===== src/rtl/one_hot_rr_scheduler.sv =====
// one_hot_rr_scheduler
//   Round-robin scheduler that shares one resource among N requesters.
//   Each grant is presented both as a binary index and as its one-hot
//   decode. A grant is held until the owner raises done_i, or until it has
//   been held MAX_HOLD cycles, at which point it is forcibly released and
//   timeout_o pulses for one cycle. Every release is followed by exactly
//   one idle cycle before the next grant can appear.
//
// Ports
//   clk            rising-edge clock
//   rst_n          asynchronous active-low reset
//   req_i   [N]    request vector, bit k = requester k
//   done_i         owner releases the grant (ignored when no grant is active)
//   grant_valid_o  a grant is active
//   grant_idx_o    binary index of the owner, 0 when no grant
//   grant_o [N]    one-hot grant, 1<<grant_idx_o when valid, else zero
//   timeout_o      one-cycle pulse following a forced release
module one_hot_rr_scheduler #(
  parameter int N        = 32,
  parameter int IDX_W    = 5,
  parameter int MAX_HOLD = 16,
  parameter int CNT_W    = 5
) (
  input  logic             clk,
  input  logic             rst_n,
  input  logic [N-1:0]     req_i,
  input  logic             done_i,
  output logic             grant_valid_o,
  output logic [IDX_W-1:0] grant_idx_o,
  output logic [N-1:0]     grant_o,
  output logic             timeout_o
);

  localparam logic [0:0] ST_IDLE  = 1'b0;
  localparam logic [0:0] ST_GRANT = 1'b1;

  logic [0:0]       state;
  logic [IDX_W-1:0] ptr;
  logic [CNT_W-1:0] hold_cnt;

  logic [N-1:0]     hi_mask;
  logic [N-1:0]     req_hi;
  logic [IDX_W-1:0] pick_idx;
  logic             hold_last;

  // Index of the lowest set bit of v (0 when v is zero).
  function automatic logic [IDX_W-1:0] lowest_idx(input logic [N-1:0] v);
    logic [IDX_W-1:0] r;
    r = '0;
    for (int i = N - 1; i >= 0; i--) begin
      if (v[i]) r = IDX_W'(i);
    end
    return r;
  endfunction

  // Circular search starting at ptr: requests at or above ptr win first;
  // if none, the search wraps to the lowest request below ptr. Only bits
  // 0..N-1 exist, so the wrap happens at N-1.
  always_comb begin
    hi_mask = '0;
    for (int i = 0; i < N; i++) begin
      hi_mask[i] = (IDX_W'(i) >= ptr);
    end
    req_hi   = req_i & hi_mask;
    pick_idx = (|req_hi) ? lowest_idx(req_hi) : lowest_idx(req_i);
  end

  assign hold_last = (hold_cnt == CNT_W'(MAX_HOLD - 1));

  // Registered FSM and outputs: nothing from the inputs reaches an output
  // without passing through this clock edge.
  always_ff @(posedge clk or negedge rst_n) begin
    if (!rst_n) begin
      state         <= ST_IDLE;
      ptr           <= '0;
      hold_cnt      <= '0;
      grant_valid_o <= 1'b0;
      grant_idx_o   <= '0;
      grant_o       <= '0;
      timeout_o     <= 1'b0;
    end else begin
      timeout_o <= 1'b0;
      case (state)
        ST_IDLE: begin
          if (|req_i) begin
            state         <= ST_GRANT;
            grant_valid_o <= 1'b1;
            grant_idx_o   <= pick_idx;
            grant_o       <= {{(N-1){1'b0}}, 1'b1} << pick_idx;
            hold_cnt      <= '0;
          end
        end
        ST_GRANT: begin
          // A dropped request never releases the grant; only done_i or
          // the hold limit do. done_i wins over a coincident timeout.
          if (done_i || hold_last) begin
            state         <= ST_IDLE;
            grant_valid_o <= 1'b0;
            grant_idx_o   <= '0;
            grant_o       <= '0;
            hold_cnt      <= '0;
            timeout_o     <= !done_i;
            ptr           <= (grant_idx_o == IDX_W'(N - 1)) ? '0
                                                            : grant_idx_o + IDX_W'(1);
          end else begin
            hold_cnt <= hold_cnt + CNT_W'(1);
          end
        end
        default: state <= ST_IDLE;
      endcase
    end
  end

endmodule


===== config.mk =====
export PLATFORM = sky130hd
export DESIGN_NAME = one_hot_rr_scheduler
export DESIGN_NICKNAME = d
export VERILOG_FILES = /design/src/rtl/one_hot_rr_scheduler.sv
export SDC_FILE = /design/constraint.sdc
export NUM_CORES = 1
export LEC_CHECK = 0
export ABC_AREA = 0
export BUFFER_PORTS_ARGS = -buffer_cell sky130_fd_sc_hd__buf_2
export CAP_MARGIN = 20
export CORE_MARGIN = 2
export CORE_UTILIZATION = 55
export CTS_CLUSTER_SIZE = 28
export DETAILED_ROUTE_END_ITERATION = 10
export PLACE_DENSITY = 0.9
export SYNTH_ARGS = -nofsm -noshare
export SYNTH_HDL_FRONTEND = slang
export SYNTH_SLANG_ARGS = --single-unit
export TNS_END_PERCENT = 1

===== constraint.sdc =====
create_clock -name clk -period 2.9 [get_ports clk]
set_clock_uncertainty 0.15 [all_clocks]
set_input_delay 0.29 -clock clk [delete_from_list [all_inputs] [get_ports clk]]
set_output_delay 0.29 -clock clk [all_outputs]
set_load 0.02 [all_outputs]

Word-level counts from Yosys, hierarchy flattened:

Cells that the tools add are included.

* bits in registers: 50
* bits of input ports: 35
* output and inout bits: 39
* logic and storage cells: 137

* add/subtract/negate cells: 2
* order comparisons: 32
* eq/ne operators: 4
* shifts and indexed selects: 1
* multiplexer cells: 83
* bitwise operators: 2
* reduce and logical (&&, ||, !) cells: 6

Operators with widths (number)
* $mux 5: 70
* $ge 5x5->1 const A: 16
* $mux 32: 2
* $pmux 32 s2: 1
* $reduce_or 32->1: 2
* $ge 4x5->1 const A: 8
* $and 32x32->32: 1
* $shl 1x5->32 const A: 1
* $ge 3x5->1 const A: 4
* $pmux 5 s2: 2
* $add 5x1->5 const B: 2
* $ge 1x5->1 const A: 2
* $ge 2x5->1 const A: 2
* $mux 1: 6
* $eq 5x4->1 const B: 1
* $eq 5x5->1 const B: 1
* $pmux 1 s2: 2
* $reduce_and 2->1: 2
* $ne 2x1->1 const B: 1
* $ne 2x2->1 const B: 1
* $logic_not 1->1: 1
* $logic_or 1x1->1: 1
* $not 1->1: 1

Logic depth before layout (Yosys ltp):

* depth after elaboration: 38
* mapped depth: 13
* gate-level depth less buffers: 8

Worst setup path before layout:

No wires, ideal clock.

* kind: reg2reg
* start point: register ptr[0]
* end point: register grant_o[1]
* setup time: 122 ps
* data arrival time: 2419 ps
* slack: 210 ps
* cell stages (with the launch flop): 12
* buffers on the path: 3
* period minus slack after synthesis: 2690 ps
* path through: dfrtp_1 -> buf_6 -> o2111ai_1 -> a22oi_1 -> or3b_4 -> nor4_4 -> and2_1 -> a32oi_2 -> and2_4 -> buf_8 -> buf_12 -> a32o_1

* word-level cells in the longest chain between the ends: 38
* elaborated cells on any way between the ends: 70
* classes of those cells: order compare (32); shift (1); mux (35); bitwise (1); reduce/logical (1)

RTL lines
* start: declaration: RTL line 38 `logic [IDX_W-1:0] ptr;`
* start signal: assignment: RTL line 103 `ptr <= (grant_idx_o == IDX_W'(N - 1)) ? '0`
* $ge 5x5->1: RTL line 62 `hi_mask[i] = (IDX_W'(i) >= ptr);`
* $and 32x32->32 *: RTL line 64 `req_hi = req_i & hi_mask;`
* $mux 5 (32 in series): RTL line 51 `if (v[i]) r = IDX_W'(i);`
* $mux 5 *: RTL line 65 `pick_idx = (|req_hi) ? lowest_idx(req_hi) : lowest_idx(req_i);`
* $shl 1x5->32 *: RTL line 89 `grant_o <= {{(N-1){1'b0}}, 1'b1} << pick_idx;`
* $mux 32 *: RTL line 85 `if (|req_i) begin`
* $pmux 32 s2 *: RTL line 83 `case (state)`
* end signal: assignment: RTL line 89
* end: declaration: RTL line 30 `output logic [N-1:0] grant_o,`

Mark *: on every way between the ends. The rest lies on a longest branch, timed or not. The select of a mux whose other input is x is not followed.
A chain may end at the register's enable or synchronous reset.

Worst setup path in the final report:

* start point: register ptr[1]
* end point: register grant_o[8]

The elaborated chain is that of the path after synthesis.

==> reports/results.txt <==
The flow ran to the end, but the final reports show violations. The final reports fail on setup timing. The first global-routing pass estimated 17.79 mm of wire. Timing would allow up to 332.6 MHz. For the number of antenna violations at the first check in global routing, the log shows 0. After synthesis, the mean cell area works out to 9.184 um2.

The proportion of total power due to net switching was 0.4116. The total nets after synthesis was 424; the number of top-level design ports was 74. Before antenna repair, the detailed router went through 8 iterations.

The final layout contains 558 nets. The sequential area share after synthesis is 0.3539, and the H-tree level count is 2. Summed over all nets, the switching power comes to 1.149 mW.

By area the synthesized netlist is led by dfrtp_1 (35%), a32o_1 (8.8%), nand2_1 (3.3%). Type of destination of the critical path: a flop. For this run, the leading register cell type out of synthesis is dfrtp_1. Initial standard-cell utilization of the core: 0.5633.

The filler cells instantiated in the layout total 416. The run gives 0.007086 mm2 as the die footprint. The placer congestion estimate came out at 1.037. The worst hold path belongs to the class primary input to flop.

Diode insertion count for antenna repair: 0. Entering global routing, the biggest net connects 51 pins. Measured along the y axis, the die boundary spans 84.18 um. The multi-input combinational cells in the finished layout cover a total of 0.002163 mm2. The worst slew margin relative to its limit is 0.5648.

Category of the worst setup path launch point: a flop. The global routing met1 resource utilization was 0.3800; the wire length reported by the detailed router was 12.60 mm. Tracing the worst setup path back leads to its startpoint at ptr[1]. The run gives 4129 as the via count of the routed design. In this run the most critical hold path is launched from done_i. The path with the worst hold slack has its endpoint at timeout_o. In this run the clock root is driven by a clkbuf_8. At the later pin of the worst-skew pair, clock insertion delay measures 0.31 ns. The final core area utilization is 0.7558. The pre-CTS setup slack was -0.2266 ns; the number of violations of the max-capacitance limit was 0. Setup violations remaining at the end of the flow were counted as 33. Buffer depth of the longest clock path: 2. Counting instances in the post-synthesis netlist gives the leading cell types as dfrtp_1 (50), a32o_1 (31), nand2_1 (31). The analysis attributes to cell leakage a power of 2.230 nW. The count of cells along the worst register-to-register path came out at 10.

The count of nets left with antenna violations once routing finished came out at 0. The max-slew violation count came out at 0. Yosys mapped a number of flops with a built-in enable equal to 0. The worst-case register-to-register setup slack was -0.11 ns; the number of design-rule violations left by the first detailed-router iteration was 404. The tools report the data arrival time at the worst-slack endpoint as 3.06 ns. The part of the total power dissipated in the clock network came out at 0.170. Final count of hold timing violations: 0.

In the final routed layout, each cell accounts on average for 21.10 um. The layer flagged by global routing as most heavily used is met2. After synthesis the cells add up to 0.003536 mm2. In the final layout, flip-flops and latches occupy 0.001256 mm2.

Via count of the first global-routing pass: 3701. The total area inside the core boundary comes to 0.006277 mm2. The power share of the combinational group is 0.526, and the number of instances in the synthesized netlist is 385. Relative to the synthesized area, the layout overhead comes to 34.18%.

Largest area contributor in the synthesized netlist: dfrtp_1. The setup slack of the critical path after layout is -0.1064 ns, and the total number of placement rows is 29. For the sequential power share, the log shows 0.303. TritonCTS built the clock tree. The area of all placed cells without fillers came out at 0.004745 mm2. In the routed design, unresolved DRC markers number 0. The yosys synthesis warning count is 0, and the number of buffers inserted by port buffering is 73. The ratio of routed vias to standard cells is 6.916.

The share of the synthesized area in the top cell type was 0.3539. The power density of the placed cells works out to 588.6 mW/mm2. The estimated wirelength of the detail-placed design is 8.086 mm, and the share of the cycle needed by the critical path after routing is 1.037. Die boundary width: 84.18 um. The measured slew at the worst slew-check pin was 0.6443 ns. Of all nets on the critical path, the largest fanout is 16.

Setup repair after global routing could not meet its margin everywhere. Number of CTS-inserted buffers: 5. Internal power comes to 1.643 mW. The global-route usage over all layers was 0.3107.

The post-synthesis register bit count was 50. Counting I/O delays and the setup requirement, the final critical path takes 3.006 ns. In this run the critical register-to-register path is launched from ptr[1]. Fraction of synthesis flops using an asynchronous set or reset pin: 1.000. The run gives 0.04818 as the routing usage on met3. Critical path class: flop to flop. The fraction of final layout cells sized beyond drive strength 1 is 0.4058, and the data required time of the worst path is 2.95 ns. The number of clock sinks seen by CTS was 50.

In this run the cell area measured after placement is 0.004289 mm2. The worst register-to-register path ends at grant_o[8]. The most common cell in the synthesized netlist is dfrtp_1.

The logs give 0 for the final global-route overflow total and 72 for the distinct cell type count after synthesis. Across the VDD grid, the largest voltage drop is 0.8039 mV. The tools report the met2 routing resource usage after global routing as 0.5281.

The clock slew seen by the registers of the worst setup and hold paths was 0.08 ns. Along the worst hold path, the cell count comes to 2.
cell families after synthesis:
kind of cell    synth area share
compound gates            0.3252
xor+xnor                0.007432
fa+ha+maj                0.01415
buf+inv                  0.07643
flops                     0.3539
mux                     0.003184
simple gates              0.2197
routing by layer:
layer | vias to the layer above | share of wire | wire, um
met1 | 1926 | 0.35 | 4438
met4 | 0 | 0.064 | 804
met5 | - | 0 | 0
li1 | 1773 | - | -
met3 | 99 | 0.10 | 1255
met2 | 331 | 0.48 | 6100
flip-flops by register name (all words and copies together), names as in the netlist:
name / flops
ptr: 5
grant_idx_o: 5
timeout_o: 1
grant_o: 32
hold_cnt: 5
grant_valid_o: 1
state: 1
power groups by stage:
stage	clock [mW]	sequential [mW]	combinational (mW)
after floorplan	0	0.870	0.728
after global placement	0	0.837	1.14
after detailed placement	0	0.844	1.18
after CTS	0.476	0.834	1.22
after global routing	0.505	0.852	1.54
final	0.476	0.847	1.47
cell type report:
cell class / count / area share
clock buffers: 7 / 0.01609
clock inverters: 1 / 0.006329
inverters: 11 / 0.009494
multi-input cells: 297 / 0.4560
flip-flops and latches: 50 / 0.2648
well taps: 77 / 0.02031
repair buffers: 154 / 0.2271
critical path, cell delays in order, from the launching register on:
cell and delay, ns:
dfrtp_2 0.44, buf_12 0.17, nand4_1 0.15, a21o_1 0.25, a221o_1 0.41, nor4_4 0.32
a2bb2oi_1 0.16, a32oi_2 0.27, buf_4 0.16, nand2_2 0.14, a32o_1 0.27
worst max-delay path by stage:
| stage | endpoint | slack (ns) | cells after the start |
|---|---|---|---|
| after floorplan | grant_o[1] | 0.21 | 11 |
| after global routing | grant_o[1] | -0.20 | 11 |
| after detailed placement | grant_o[19] | -0.23 | 10 |
| after global placement | grant_o[11] | -0.08 | 8 |
| final | grant_o[8] | -0.11 | 10 |
| after CTS | grant_o[0] | 0.003 | 11 |
repair_timing:
action | CTS | global route
pin swaps | 4 | 29
endpoints found under the setup margin | 32 | 33
resized for setup | 14 | 34
cloned | 0 | 3
hold endpoints to repair | 0 | 50
hold buffers | 0 | 1
setup buffers | 2 | 16
stage by stage:
step	TNS (ns)	instances	hold WS (ns)	power, mW
floorplan	0	385	-0.1556	1.597
global route	-5.035	597	0.1167	2.895
global placement	-0.5323	567	0.3100	1.982
detailed placement	-2.795	567	0.3306	2.026
finish	-2.364	597	0.1270	2.793
CTS	0	577	0.05886	2.530
layout by cell type (no fill, tap or decap), types with 8 or more instances in the layout:
cell,count
buf_2,74
buf_4,65
dfrtp_1,46
nand2_1,29
a32o_1,28
nor2_1,27
o21ai_0,22
a21oi_1,19
nand3_1,15
inv_1,9
nand2b_1,8
Note: power is estimated with default switching activity, not from simulation.
